File: src/rtl/scancode_decoder.sv
// PS/2 scan-code parser (E0/F0 prefixes, prefix timeout) feeding a first-word-fall-through event FIFO.
// Defining SCANCODE_TYPEMATIC_FILTER_EN drops repeated make events of the last pressed key.
module scancode_decoder #(
  parameter int FIFO_DEPTH     = 4,
  parameter int TIMEOUT_CYCLES = 250000
) (
  input  logic       CLK,
  input  logic       RST_N,
  input  logic [7:0] scan_code,
  input  logic       ev_ready,
  input  logic       ovf_clr,
  output logic       ev_valid,
  output logic [7:0] ev_code,
  output logic       ev_ext,
  output logic       ev_release,
  output logic       ev_overflow,
  output logic [4:0] ev_count
);
  localparam int            AW       = $clog2(FIFO_DEPTH);
  localparam int            TW       = $clog2(TIMEOUT_CYCLES + 1);
  localparam logic [TW-1:0] TMO_LAST = TW'(TIMEOUT_CYCLES - 1);
  localparam logic [4:0]    DEPTH5   = 5'(FIFO_DEPTH);

  typedef enum logic [1:0] {IDLE, EXT, BRK, EXT_BRK} state_t;

  state_t        state, state_nxt;
  logic [TW-1:0] tmo_cnt;
  logic          byte_vld, is_prefix, is_ignored, tmo_hit;
  logic          evt_vld, evt_ext, evt_rel;
  logic          push_req, push, pop, full;
  logic [AW-1:0] wr_ptr, rd_ptr;
  logic [9:0]    mem [FIFO_DEPTH];
  logic [9:0]    head;

  assign byte_vld   = scan_code != 8'h00;
  assign is_prefix  = (scan_code == 8'hE0) || (scan_code == 8'hF0);
  assign is_ignored = (scan_code == 8'hFA) || (scan_code == 8'hAA) || (scan_code == 8'hEE) ||
                      (scan_code == 8'hFE) || (scan_code == 8'hFC) || (scan_code == 8'hE1);
  // A byte in the timeout cycle wins, so the timeout only fires on an empty cycle.
  assign tmo_hit    = (state != IDLE) && !byte_vld && (tmo_cnt == TMO_LAST);

  always_ff @(posedge CLK or negedge RST_N) begin
    if (!RST_N) state <= IDLE;
    else        state <= state_nxt;
  end

  always_comb begin
    state_nxt = state;
    if (byte_vld) begin
      case (state)
        IDLE: begin
          if (scan_code == 8'hE0)      state_nxt = EXT;
          else if (scan_code == 8'hF0) state_nxt = BRK;
        end
        EXT: begin
          if (scan_code == 8'hF0)      state_nxt = EXT_BRK;
          else if (scan_code != 8'hE0) state_nxt = IDLE;
        end
        default: state_nxt = IDLE;
      endcase
    end else if (tmo_hit) begin
      state_nxt = IDLE;
    end
  end

  always_comb begin
    evt_vld = 1'b0;
    evt_ext = 1'b0;
    evt_rel = 1'b0;
    if (byte_vld) begin
      case (state)
        IDLE:    evt_vld = !is_prefix && !is_ignored;
        EXT:     begin evt_vld = !is_prefix; evt_ext = 1'b1; end
        BRK:     begin evt_vld = !is_prefix; evt_rel = 1'b1; end
        EXT_BRK: begin evt_vld = !is_prefix; evt_ext = 1'b1; evt_rel = 1'b1; end
        default: evt_vld = 1'b0;
      endcase
    end
  end

  always_ff @(posedge CLK or negedge RST_N) begin
    if (!RST_N)                                tmo_cnt <= '0;
    else if (byte_vld || state == IDLE || tmo_hit) tmo_cnt <= '0;
    else                                       tmo_cnt <= tmo_cnt + TW'(1);
  end

`ifdef SCANCODE_TYPEMATIC_FILTER_EN
  logic       rec_vld;
  logic [8:0] rec;
  logic       rec_match;

  assign rec_match = rec_vld && (rec == {evt_ext, scan_code});
  assign push_req  = evt_vld && !(rec_match && !evt_rel);

  always_ff @(posedge CLK or negedge RST_N) begin
    if (!RST_N) begin
      rec_vld <= 1'b0;
      rec     <= '0;
    end else if (push && !evt_rel) begin
      rec_vld <= 1'b1;
      rec     <= {evt_ext, scan_code};
    end else if (evt_vld && evt_rel && rec_match) begin
      rec_vld <= 1'b0;
      rec     <= '0;
    end
  end
`else
  assign push_req = evt_vld;
`endif

  assign ev_valid = ev_count != 5'd0;
  assign full     = ev_count == DEPTH5;
  assign pop      = ev_valid && ev_ready;
  // When full, a simultaneous pop frees the slot the push needs.
  assign push     = push_req && (!full || pop);

  always_ff @(posedge CLK) begin
    if (push) mem[wr_ptr] <= {evt_ext, evt_rel, scan_code};
  end

  always_ff @(posedge CLK or negedge RST_N) begin
    if (!RST_N) begin
      wr_ptr      <= '0;
      rd_ptr      <= '0;
      ev_count    <= '0;
      ev_overflow <= 1'b0;
    end else begin
      if (push) wr_ptr <= wr_ptr + AW'(1);
      if (pop)  rd_ptr <= rd_ptr + AW'(1);
      case ({push, pop})
        2'b10:   ev_count <= ev_count + 5'd1;
        2'b01:   ev_count <= ev_count - 5'd1;
        default: ev_count <= ev_count;
      endcase
      if (push_req && full && !pop) ev_overflow <= 1'b1;
      else if (ovf_clr)             ev_overflow <= 1'b0;
    end
  end

  assign head       = mem[rd_ptr];
  assign ev_code    = ev_valid ? head[7:0] : 8'h00;
  assign ev_release = ev_valid && head[8];
  assign ev_ext     = ev_valid && head[9];

endmodule

File: config.mk
export PLATFORM = sky130hd
export DESIGN_NAME = scancode_decoder
export DESIGN_NICKNAME = d
export VERILOG_FILES = /design/src/rtl/scancode_decoder.sv
export SDC_FILE = /design/constraint.sdc
export NUM_CORES = 1
export LEC_CHECK = 0
export ABC_AREA = 0
export BUFFER_PORTS_ARGS = -buffer_cell sky130_fd_sc_hd__buf_4
export CORE_MARGIN = 2
export CORE_UTILIZATION = 63
export CTS_BUF_LIST = sky130_fd_sc_hd__clkbuf_16
export CTS_CLUSTER_DIAMETER = 80
export DETAILED_ROUTE_END_ITERATION = 16
export PLACE_DENSITY = 0.84
export SETUP_SLACK_MARGIN = 0.4
export SLEW_MARGIN = 20
export SYNTH_ARGS = -nofsm -noshare
export SYNTH_HDL_FRONTEND = slang
export SYNTH_SLANG_ARGS = --single-unit
File: constraint.sdc
create_clock -name CLK -period 4.3 [get_ports CLK]
set_input_delay 0.215 -clock CLK [delete_from_list [all_inputs] [get_ports CLK]]
set_output_delay 0.215 -clock CLK [all_outputs]
set_load 0.05 [all_outputs]
==> results.py, run 1 <==
metrics = {
    "route": {
        "viasPerCell": 5.763,
        "ant_nets": 0,
        "routedWlPerCell_um": 17.93,
        "drc": 0,
        "vias": 1994,
        "drtIter0Drc": 131,
        "routed_wl_mm": 6.204,
        "drt_pass1_iterations": 4,
    },
    "sta": {
        "rsz0062_at_grt": "false",
        "max_freq_ghz": 0.3426,
        "worstMarginPinSlew_ns": 0.7276,
        "setup_viol_count_final": 0,
        "fin_setup_tns_ns": 0,
        "drv_slew": 0,
        "holdWs_ns": 0.08229,
        "finalCritPeriodShare_pct": 67.88,
        "relSlewSlack_pct": 51.49,
        "fin_crit_ns": 2.919,
        "hold_violations": 0,
        "fin_worst_skew_ns": 0.004468,
    },
    "global_route": {
        "grt_max_degree": 31,
        "overflow": 0,
        "grt_first_pass_wirelength_mm": 10.52,
        "grt_usage_pct": 23.98,
        "grt_pass1_vias": 2067,
        "antenna_found_initial": 0,
    },
    "placement": {
        "place_hpwl_mm": 4.042,
        "gp_congestion": 0.7928,
        "dp_cells": 329,
        "port_buffers": 28,
    },
    "floorplanning": {
        "die_area_um2": 5828,
        "die_w_um": 76.34,
        "coreArea_um2": 5075,
        "initial_core_util_pct": 64.97,
        "io_pins": 29,
        "rows": 26,
        "die_h_um": 76.34,
    },
    "layout": {
        "nNetsFinal": 291,
        "drive_above_1_share_pct": 25.36,
        "instances_no_fill": 346,
        "areaGrowthSynthToFinish_pct": 17.80,
        "n_antenna_cell": 0,
        "num-fill-cells": 328,
    },
    "setup_path": {
        "cp_max_fo": 12,
        "start_kind": "register",
        "critical_path_class": "reg2reg",
        "cp.arrival_ns": 3.12,
        "crit_required_ns": 4.50,
        "crit_path_end_kind": "register",
    },
    "power_and_ir_drop": {
        "ir_drop_uv": 470.0,
        "power_density_nw_per_um2": 743.3,
        "power.leakage_nw": 1.485,
    },
    "clock_tree": {
        "cts_tree": "done",
        "post-cts-setup-buffers": 0,
        "clkSlewWorstSetupHoldPaths_ns": 0.05,
        "numCtsBuffers": 9,
        "htreeDepth": 3,
        "clock_path_buffers": 2,
        "numClockSinks": 70,
        "cts_root_buf": "clkbuf_16",
        "clk_latency_ns": 0.32,
    },
    "synthesis": {
        "synth-main-ff-cell": "edfxtp_1",
        "netlist_instances": 238,
        "ys_seq_elements": 70,
        "synth.distinct_cells": 50,
        "yosys.area_share.simple_pct": 16.20,
        "syn_area_per_cell_um2": 13.85,
        "synth_top_area_share_pct": 36.43,
        "synthMuxAreaShare_pct": 7.818,
        "seq_area_frac_synth_pct": 59.20,
        "synth_fa_ha_area_share_pct": 3.340,
        "netlist_area_um2": 3297,
        "synth_area_leader_cell": "edfxtp_1",
        "async_flop_share_pct": 42.86,
        "synth_top_family_by_area": "simple AND/OR/NAND/NOR gates",
        "synth_warnings": 0,
        "synth-edff-count": 40,
        "synth-xor-area-share_pct": 6.641,
        "syn_nets": 258,
        "synthTopCellsByArea": "edfxtp_1, dfrtp_1, mux4_2",
        "synth_compound_area_share_pct": 4.668,
    },
    "job": {
        "timing.max_cap.violations": 0,
    },
    "status": {
        "status": "complete, no violations",
    },
    "worst_hold_path": {
        "hold_path_class": "in2reg",
    },
}
layout make-up:
type | count | area (um^2) | share of cell area (%)
clock buffers | 9 | 225.2 | 5.799
clock inverters | 7 | 90.09 | 2.320
inverters | 9 | 33.78 | 0.8698
multi-input cells | 152 | 1275 | 32.83
flip-flops and latches | 70 | 1952 | 50.26
well taps | 70 | 87.58 | 2.255
repair buffers | 29 | 220.2 | 5.670
flip-flops by register name, summed over array words and instances, names as in the netlist:
signal       count
tmo_cnt         18
wr_ptr           2
ev_overflow      1
ev_count         5
mem             40
rd_ptr           2
state            2
through the flow:
stage | power [W] | utilization, % | setup slack (ns) | instance area (um^2)
detailed placement | 0.002126 | 70.12 | 1.417 | 3558
finish | 0.002887 | 76.53 | 1.381 | 3884
global placement | 0.002082 | 70.12 | 1.556 | 3558
global route | 0.003003 | 76.53 | 1.160 | 3884
floorplan | 0.001796 | - | 1.598 | 3297
CTS | 0.002908 | 76.53 | 1.391 | 3884
per-layer routing:
| layer | up-vias | track usage (%) | wire, um |
|---|---|---|---|
| li1 | 932 | - | - |
| met1 | 998 | 31.53 | 2662 |
| met2 | 49 | 38.85 | 3156 |
| met3 | 15 | 4.147 | 224 |
| met4 | 0 | 12.18 | 161 |
| met5 | - | 0 | 0 |
placed cells by master (no fill, tap or decap), types with 4 or more instances in the layout:
master / synthesis / routed
mux4_2: 10 / 10
and2_1: 16 / 16
clkbuf_16: 0 / 9
buf_4: 0 / 28
nand4_1: 4 / 4
inv_1: 9 / 10
ha_1: 8 / 8
dfrtp_1: 30 / 30
xnor2_1: 12 / 12
nor2_1: 25 / 25
nand2_1: 6 / 6
nand2b_1: 4 / 4
edfxtp_1: 40 / 40
xor2_1: 13 / 13
nand3_1: 8 / 8
cell families (layout without fill, tap and decap cells):
kind of cell | Yosys count | count (layout)
AND/OR/NAND/NOR | 87 | 87
flip-flops | 70 | 70
XOR/XNOR | 25 | 25
AO/OA/AOI/OAI | 18 | 18
buffers and inverters | 16 | 54
multiplexers | 13 | 13
adder cells (fa/ha/maj) | 9 | 9
worst max-delay path: stages, from the launching register on:
cell	delay (ns)
dfrtp_1	0.45
nor4_1	0.41
nand2b_1	0.31
and2_1	0.31
ha_1	0.32
xor2_1	0.19
ha_1	0.24
a21oi_1	0.17
xor2_1	0.18
nor2_1	0.07
xor2_1	0.14
final timing paths:
path	from	cells past startpoint	to	slack, ns
min reg2reg	ev_count[4]$_DFFE_PN0P_	1	ev_count[4]$_DFFE_PN0P_	0.49
min in group asynchronous	RST_N	2	ev_count[4]$_DFFE_PN0P_	0.36
max reg2reg	ev_count[1]$_DFFE_PN0P_	10	ev_count[2]$_DFFE_PN0P_	1.38
min	ovf_clr	2	ev_overflow$_DFFE_PN0P_	0.08
max	ev_count[1]$_DFFE_PN0P_	10	ev_count[2]$_DFFE_PN0P_	1.38
max in group asynchronous	RST_N	2	tmo_cnt[0]$_DFF_PN0_	3.67
Yosys cell counts, types with 2 or more instances:
cell type,count
a21oi_1,2
a21oi_2,2
and2_1,16
and3_1,3
buf_2,2
clkbuf_1,4
dfrtp_1,30
edfxtp_1,40
ha_1,8
inv_1,9
mux2_2,2
mux4_2,10
nand2_1,6
nand2_2,2
nand2b_1,4
nand3_1,8
nand3b_1,2
nand4_1,4
nor2_1,25
nor3_2,2
nor4_4,2
nor4b_1,3
o21ai_0,2
xnor2_1,12
xor2_1,13
report_power, final:
part	switching, W	total [W]	leakage [nW]	internal, W
logic	0.000669	0.00106	0.552	0.000387
registers	0.000144	0.00106	0.776	0.000916
clock network	0.000266	0.000770	0.157	0.000504
timing repair:
item                      CTS  global route
resized for setup           0             0
hold buffers                1             0
hold endpoints to repair   30             0
Note: power is estimated with default switching activity, not from simulation.
==> run 2, diff against run 1 <==
--- a/config.mk
+++ b/config.mk
@@ -8,11 +8,11 @@
 export ABC_AREA = 0
 export BUFFER_PORTS_ARGS = -buffer_cell sky130_fd_sc_hd__buf_4
 export CORE_MARGIN = 2
-export CORE_UTILIZATION = 63
+export CORE_UTILIZATION = 53
 export CTS_BUF_LIST = sky130_fd_sc_hd__clkbuf_16
 export CTS_CLUSTER_DIAMETER = 80
 export DETAILED_ROUTE_END_ITERATION = 16
-export PLACE_DENSITY = 0.84
+export PLACE_DENSITY = 0.75
 export SETUP_SLACK_MARGIN = 0.4
 export SLEW_MARGIN = 20
 export SYNTH_ARGS = -nofsm -noshare
==> constraint.sdc (replaced) <==
create_clock -name CLK -period 2.4 [get_ports CLK]
set_input_delay 0.12 -clock CLK [delete_from_list [all_inputs] [get_ports CLK]]
set_output_delay 0.12 -clock CLK [all_outputs]
set_load 0.05 [all_outputs]
==> run 2 against run 1 <==
  * Worst hold slack got worse by 0.043 ns
  * Wire length shrank 0.21%
  * Cell count is 6.1% higher
  * Highest routed layer unchanged
  * Flip-flop and latch count unchanged
  * Sequential power up 73%
  * Critical path depth rose by 2
  * Sequential share of layout area decreased by 2.0 points
==> results.py, run 2 (synthesis gave the netlist of run 1 again) <==
metrics = {
    "status": {
        "status": "complete, no violations",
    },
    "power_and_ir_drop": {
        "p_switching_w": 0.001960,
        "power_frac_clock_pct": 26.4,
        "power.leakage_nw": 1.542,
        "power_density_nw_per_um2": 1306,
        "power_w": 0.005306,
        "switching_share_pct": 36.94,
        "power_frac_comb_pct": 39.1,
        "pwr-share-seq_pct": 34.5,
        "ir_drop_uv": 1056,
        "intPower_w": 0.003346,
    },
    "route": {
        "vias": 1988,
        "viasPerCell": 5.417,
        "drt_pass1_iterations": 7,
        "routed_wl_mm": 6.191,
        "drtIter0Drc": 61,
        "routedWlPerCell_um": 16.87,
        "ant_nets": 0,
        "drc": 0,
    },
    "setup_path": {
        "crit_required_ns": 2.60,
        "r2r_cells": 12,
        "r2r_slack_ns": 0.22,
        "crit_end": "ev_count[4]$_DFFE_PN0P_",
        "reg2reg_from": "ev_count[4]$_DFFE_PN0P_",
        "start_kind": "register",
        "cp.arrival_ns": 2.38,
        "r2r_end": "ev_count[4]$_DFFE_PN0P_",
        "cp_max_fo": 3,
        "critical_path_class": "reg2reg",
        "crit_path_start": "ev_count[4]$_DFFE_PN0P_",
        "crit_path_end_kind": "register",
    },
    "layout": {
        "nNetsFinal": 307,
        "num-fill-cells": 408,
        "areaGrowthSynthToFinish_pct": 23.26,
        "drive_above_1_share_pct": 33.90,
        "finish.utilization_pct": 68.24,
        "seqCellArea_um2": 1959,
        "largest_reg_flops": 40,
        "top_register": "mem",
        "multiInputGateArea_um2": 1310,
        "layout_common_cells": "buf_4, edfxtp_1, nor2_1, dfrtp_1, and2_1",
        "final_common_cell": "buf_4",
        "n_antenna_cell": 0,
        "reg.largest.list": "mem: 40 flops, tmo_cnt: 18 flops, ev_count: 5 flops",
        "finalInstanceArea_um2": 4064,
    },
    "global_route": {
        "grt_pass1_vias": 2015,
        "antenna_found_initial": 0,
        "grt_max_degree": 31,
        "overflow": 0,
        "grt_first_pass_wirelength_mm": 10.27,
        "grt_usage_pct": 19.25,
    },
    "sta": {
        "fin_setup_tns_ns": 0,
        "max_freq_ghz": 0.4594,
        "relSlewSlack_pct": 57.82,
        "rsz0062_at_grt": "true",
        "fin_worst_skew_ns": 0.005789,
        "setup_viol_count_final": 0,
        "hold_violations": 0,
        "fin_crit_ns": 2.177,
        "worstMarginPinSlew_ns": 0.6239,
        "drv_slew": 0,
        "holdWs_ns": 0.03927,
        "finalCritPeriodShare_pct": 90.69,
    },
    "floorplanning": {
        "rows": 28,
        "die_w_um": 82.87,
        "initial_core_util_pct": 55.36,
        "io_pins": 29,
        "die_h_um": 82.87,
        "coreArea_um2": 5956,
        "die_area_um2": 6867,
    },
    "clock_tree": {
        "cts_tree": "done",
        "cts_root_buf": "clkbuf_16",
        "numCtsBuffers": 9,
        "clock_path_buffers": 2,
        "clk_latency_ns": 0.32,
        "htreeDepth": 3,
        "clkSlewWorstSetupHoldPaths_ns": 0.06,
        "numClockSinks": 70,
    },
    "placement": {
        "port_buffers": 28,
        "postPlaceCellArea_um2": 3641,
        "gp_congestion": 0.7975,
        "place_hpwl_mm": 3.874,
    },
    "worst_hold_path": {
        "hold_path_class": "in2reg",
        "worstHoldPathCells": 1,
    },
    "job": {
        "timing.max_cap.violations": 0,
    },
}
run 2: changes by cell type in the layout (fill, tap and decap cells not counted), sizes merged:
cell / before / now
buf: 28 / 43
clkinv: 3 / 1
clkinvlp: 1 / 4
dlygate4sd3: 1 / 2
inv: 10 / 9
run 2: worst max-delay path, cell delays in order (launching register included):
cell	delay, ns
dfrtp_2	0.42
nor4_4	0.29
nand3b_1	0.15
nand2_2	0.10
nor2_4	0.04
inv_2	0.08
ha_4	0.13
xor2_1	0.14
ha_2	0.22
inv_2	0.03
a32oi_1	0.17
a31oi_1	0.13
xor2_1	0.15
run 2: stage by stage:
step | setup slack, ns | cells
finish | 0.2233 | 367
CTS | 0.2375 | 364
detailed placement | 0.07832 | 339
floorplan | 0.04820 | 238
global route | 0.04064 | 367
global placement | 0.1423 | 339
run 2: cell type report:
| cell class | count | share of cell area, % |
|---|---|---|
| Inverter | 9 | 0.8313 |
| Clock buffer | 9 | 5.542 |
| Clock inverter | 7 | 2.432 |
| Sequential cell | 70 | 48.21 |
| Tap cell | 75 | 2.309 |
| Timing Repair Buffer | 45 | 8.436 |
| Multi-Input combinational cell | 152 | 32.24 |
run 2: per-layer routing:
| metal | vias to the layer above | GRT usage (%) | wire length (um) |
|---|---|---|---|
| met5 | - | 0 | 0 |
| met4 | 0 | 6.259 | 52 |
| met3 | 6 | 4.473 | 141 |
| met2 | 23 | 32.55 | 3280 |
| met1 | 991 | 24.66 | 2717 |
| li1 | 968 | - | - |
run 2: power by group through the flow:
| stage | clock network, W | logic (W) | registers (W) |
|---|---|---|---|
| 2_1_floorplan | 0 | 0.00133 | 0.00194 |
| 3_3_place_gp | 0 | 0.00194 | 0.00187 |
| 3_5_place_dp | 0 | 0.00197 | 0.00189 |
| 4_1_cts | 0.00142 | 0.00206 | 0.00184 |
| 5_1_grt | 0.00147 | 0.00220 | 0.00186 |
| 6_report | 0.00140 | 0.00207 | 0.00183 |
run 2: worst min path at each step:
stage	slack [ns]	from	end
CTS	0.03	scan_code[5]	mem[0][5]$_DFFE_PP_
floorplan	-0.18	RST_N	ev_count[0]$_DFFE_PN0P_
global route	0.03	scan_code[6]	mem[2][6]$_DFFE_PP_
detailed placement	0.07	RST_N	rd_ptr[0]$_DFFE_PN0P_
global placement	0.07	RST_N	rd_ptr[0]$_DFFE_PN0P_
finish	0.04	scan_code[6]	mem[2][6]$_DFFE_PP_
run 2: what timing repair did:
item,4_1_cts,5_1_grt
setup endpoints to repair,4,4
pin swaps,10,8
hold endpoints to repair,31,0
hold buffers,2,0
buffers inserted,7,3
gates resized for setup,2,1
==> run 3, diff against run 2 <==
--- a/config.mk
+++ b/config.mk
@@ -13,6 +13,7 @@
 export CTS_CLUSTER_DIAMETER = 80
 export DETAILED_ROUTE_END_ITERATION = 16
 export PLACE_DENSITY = 0.75
+export RECOVER_POWER = 25
 export SETUP_SLACK_MARGIN = 0.4
 export SLEW_MARGIN = 20
 export SYNTH_ARGS = -nofsm -noshare
==> run 3 against run 2 <==
  * Worst setup slack worse by 0.00069 ns
  * The flow now finishes with violations (max-capacitance violations, max-slew violations)
  * Largest power group unchanged
  * Sequential power about the same
  * Critical endpoint unchanged
  * Worst hold slack better by 0.13 ns
  * First-iteration DRC count up 46%
==> results.py, run 3 (synthesis gave the netlist of run 1 again) <==
metrics = {
    "status": {
        "status": "complete, but fails checks",
        "violations": "max-capacitance violations, max-slew violations",
    },
    "layout": {
        "final_common_cell": "edfxtp_1",
        "largest_reg_flops": 40,
        "n_antenna_cell": 0,
        "multiInputGateArea_um2": 1310,
        "drive_above_1_share_pct": 30.82,
        "finish.utilization_pct": 67.67,
        "layout_common_cells": "edfxtp_1, buf_4, nor2_1, dfrtp_1, and2_1",
        "nNetsFinal": 307,
        "seqCellArea_um2": 1959,
        "areaGrowthSynthToFinish_pct": 22.24,
        "top_register": "mem",
        "finalInstanceArea_um2": 4030,
        "num-fill-cells": 418,
        "reg.largest.list": "mem: 40 flops, tmo_cnt: 18 flops, ev_count: 5 flops",
    },
    "sta": {
        "worstMarginPinSlew_ns": 1.597,
        "rsz0062_at_grt": "true",
        "relSlewSlack_pct": -6.498,
        "holdWs_ns": 0.1725,
        "hold_violations": 0,
        "finalCritPeriodShare_pct": 90.72,
        "setup_viol_count_final": 0,
        "fin_worst_skew_ns": 0.005111,
        "fin_setup_tns_ns": 0,
        "drv_slew": 31,
        "fin_crit_ns": 2.177,
        "max_freq_ghz": 0.4593,
    },
    "power_and_ir_drop": {
        "power_frac_clock_pct": 26.5,
        "switching_share_pct": 37.00,
        "ir_drop_uv": 1056,
        "power_frac_comb_pct": 39.0,
        "intPower_w": 0.003339,
        "power_density_nw_per_um2": 1315,
        "p_switching_w": 0.001961,
        "power_w": 0.005300,
        "pwr-share-seq_pct": 34.5,
        "power.leakage_nw": 1.509,
    },
    "global_route": {
        "grt_usage_pct": 19.25,
        "grt_first_pass_wirelength_mm": 10.27,
        "antenna_found_initial": 0,
        "grt_pass1_vias": 2015,
        "overflow": 0,
        "grt_max_degree": 31,
    },
    "floorplanning": {
        "die_w_um": 82.87,
        "coreArea_um2": 5956,
        "rows": 28,
        "initial_core_util_pct": 55.36,
        "die_area_um2": 6867,
        "die_h_um": 82.87,
        "io_pins": 29,
    },
    "clock_tree": {
        "htreeDepth": 3,
        "clk_latency_ns": 0.32,
        "clock_path_buffers": 2,
        "numClockSinks": 70,
        "cts_root_buf": "clkbuf_16",
        "numCtsBuffers": 9,
        "clkSlewWorstSetupHoldPaths_ns": 0.06,
        "cts_tree": "done",
    },
    "setup_path": {
        "r2r_slack_ns": 0.22,
        "reg2reg_from": "ev_count[4]$_DFFE_PN0P_",
        "crit_end": "ev_count[4]$_DFFE_PN0P_",
        "r2r_cells": 12,
        "cp.arrival_ns": 2.38,
        "crit_path_top_delay_cell": "dfrtp_2",
        "crit_path_end_kind": "register",
        "start_kind": "register",
        "crit_path_start": "ev_count[4]$_DFFE_PN0P_",
        "max_stage_delay_ns": 0.42,
        "path_cells": "nor4_4 > nand3b_1 > nand2_2 > nor2_4 > inv_2 > ha_4 > xor2_1 > ha_2 > inv_2 > a32oi_1 > a31oi_1 > xor2_1",
        "critical_path_class": "reg2reg",
        "cp_max_fo": 3,
        "crit_required_ns": 2.60,
        "r2r_end": "ev_count[4]$_DFFE_PN0P_",
    },
    "route": {
        "ant_nets": 0,
        "drt_pass1_iterations": 4,
        "drtIter0Drc": 89,
        "vias": 1996,
        "routedWlPerCell_um": 16.86,
        "routed_wl_mm": 6.187,
        "drc": 0,
        "viasPerCell": 5.439,
    },
    "placement": {
        "gp_congestion": 0.7975,
        "postPlaceCellArea_um2": 3641,
        "port_buffers": 28,
        "place_hpwl_mm": 3.874,
    },
    "worst_hold_path": {
        "hold_path_class": "in2reg",
        "min_from": "scan_code[6]",
    },
    "job": {
        "timing.max_cap.violations": 1,
    },
}
[run 3: changes by cell type in the layout (fill, tap and decap cells not counted), sizes merged]
cell    before  now
clkbuf       9   18
buf         43   34
[run 3: repair_timing]
| action | CTS | global route |
|---|---|---|
| endpoints found under the setup margin | 4 | 4 |
| resized for setup | 2 | 1 |
| pin swaps | 10 | 8 |
| setup buffers | 7 | 3 |
| hold endpoints to repair | 31 | 0 |
| hold buffers | 2 | 0 |
[run 3: area by class of cell]
class | count | share of cell area (%)
sequential | 70 | 48.62
multi-input combinational | 152 | 32.51
timing repair buffer | 45 | 7.668
clock buffer | 9 | 5.588
clock inverter | 7 | 2.453
tap | 75 | 2.328
inverter | 9 | 0.8382
[run 3: per-stage QoR]
stage          cells  setup WS (ns)
2_1_floorplan    238        0.04820
3_3_place_gp     339         0.1423
3_5_place_dp     339        0.07832
4_1_cts          364         0.2375
5_1_grt          367        0.03146
6_report         367         0.2227
[run 3: how the worst min path moves through the flow]
stage                                         end  cells past startpoint
final                         mem[0][6]$_DFFE_PP_                      1
after global routing          mem[2][6]$_DFFE_PP_                      1
after CTS                     mem[0][5]$_DFFE_PP_                      1
after global placement      rd_ptr[0]$_DFFE_PN0P_                      1
after detailed placement    rd_ptr[0]$_DFFE_PN0P_                      1
after floorplan           ev_count[0]$_DFFE_PN0P_                      0
[run 3: layer usage]
layer | share of wire (%) | GRT usage, % | vias up
li1 | - | - | 971
met1 | 44 | 24.66 | 995
met2 | 53 | 32.55 | 23
met3 | 2.4 | 4.473 | 7
met4 | 1.1 | 6.259 | 0
met5 | 0 | 0 | -
[run 3: worst max-delay path, delay by kind of cell, from the launching register on]
family | cells | cell delay [ns]
buffers and inverters | 2 | 0.11
XOR/XNOR | 2 | 0.29
adder cells (fa/ha/maj) | 2 | 0.35
AND/OR/NAND/NOR | 4 | 0.58
AO/OA/AOI/OAI | 2 | 0.30
flip-flops | 1 | 0.42
[run 3: power groups by stage]
stage          clock [W]  combinational, W  sequential [W]
6_report         0.00140           0.00207         0.00183
3_3_place_gp           0           0.00194         0.00187
4_1_cts          0.00142           0.00206         0.00184
3_5_place_dp           0           0.00197         0.00189
5_1_grt          0.00147           0.00219         0.00186
2_1_floorplan          0           0.00133         0.00194
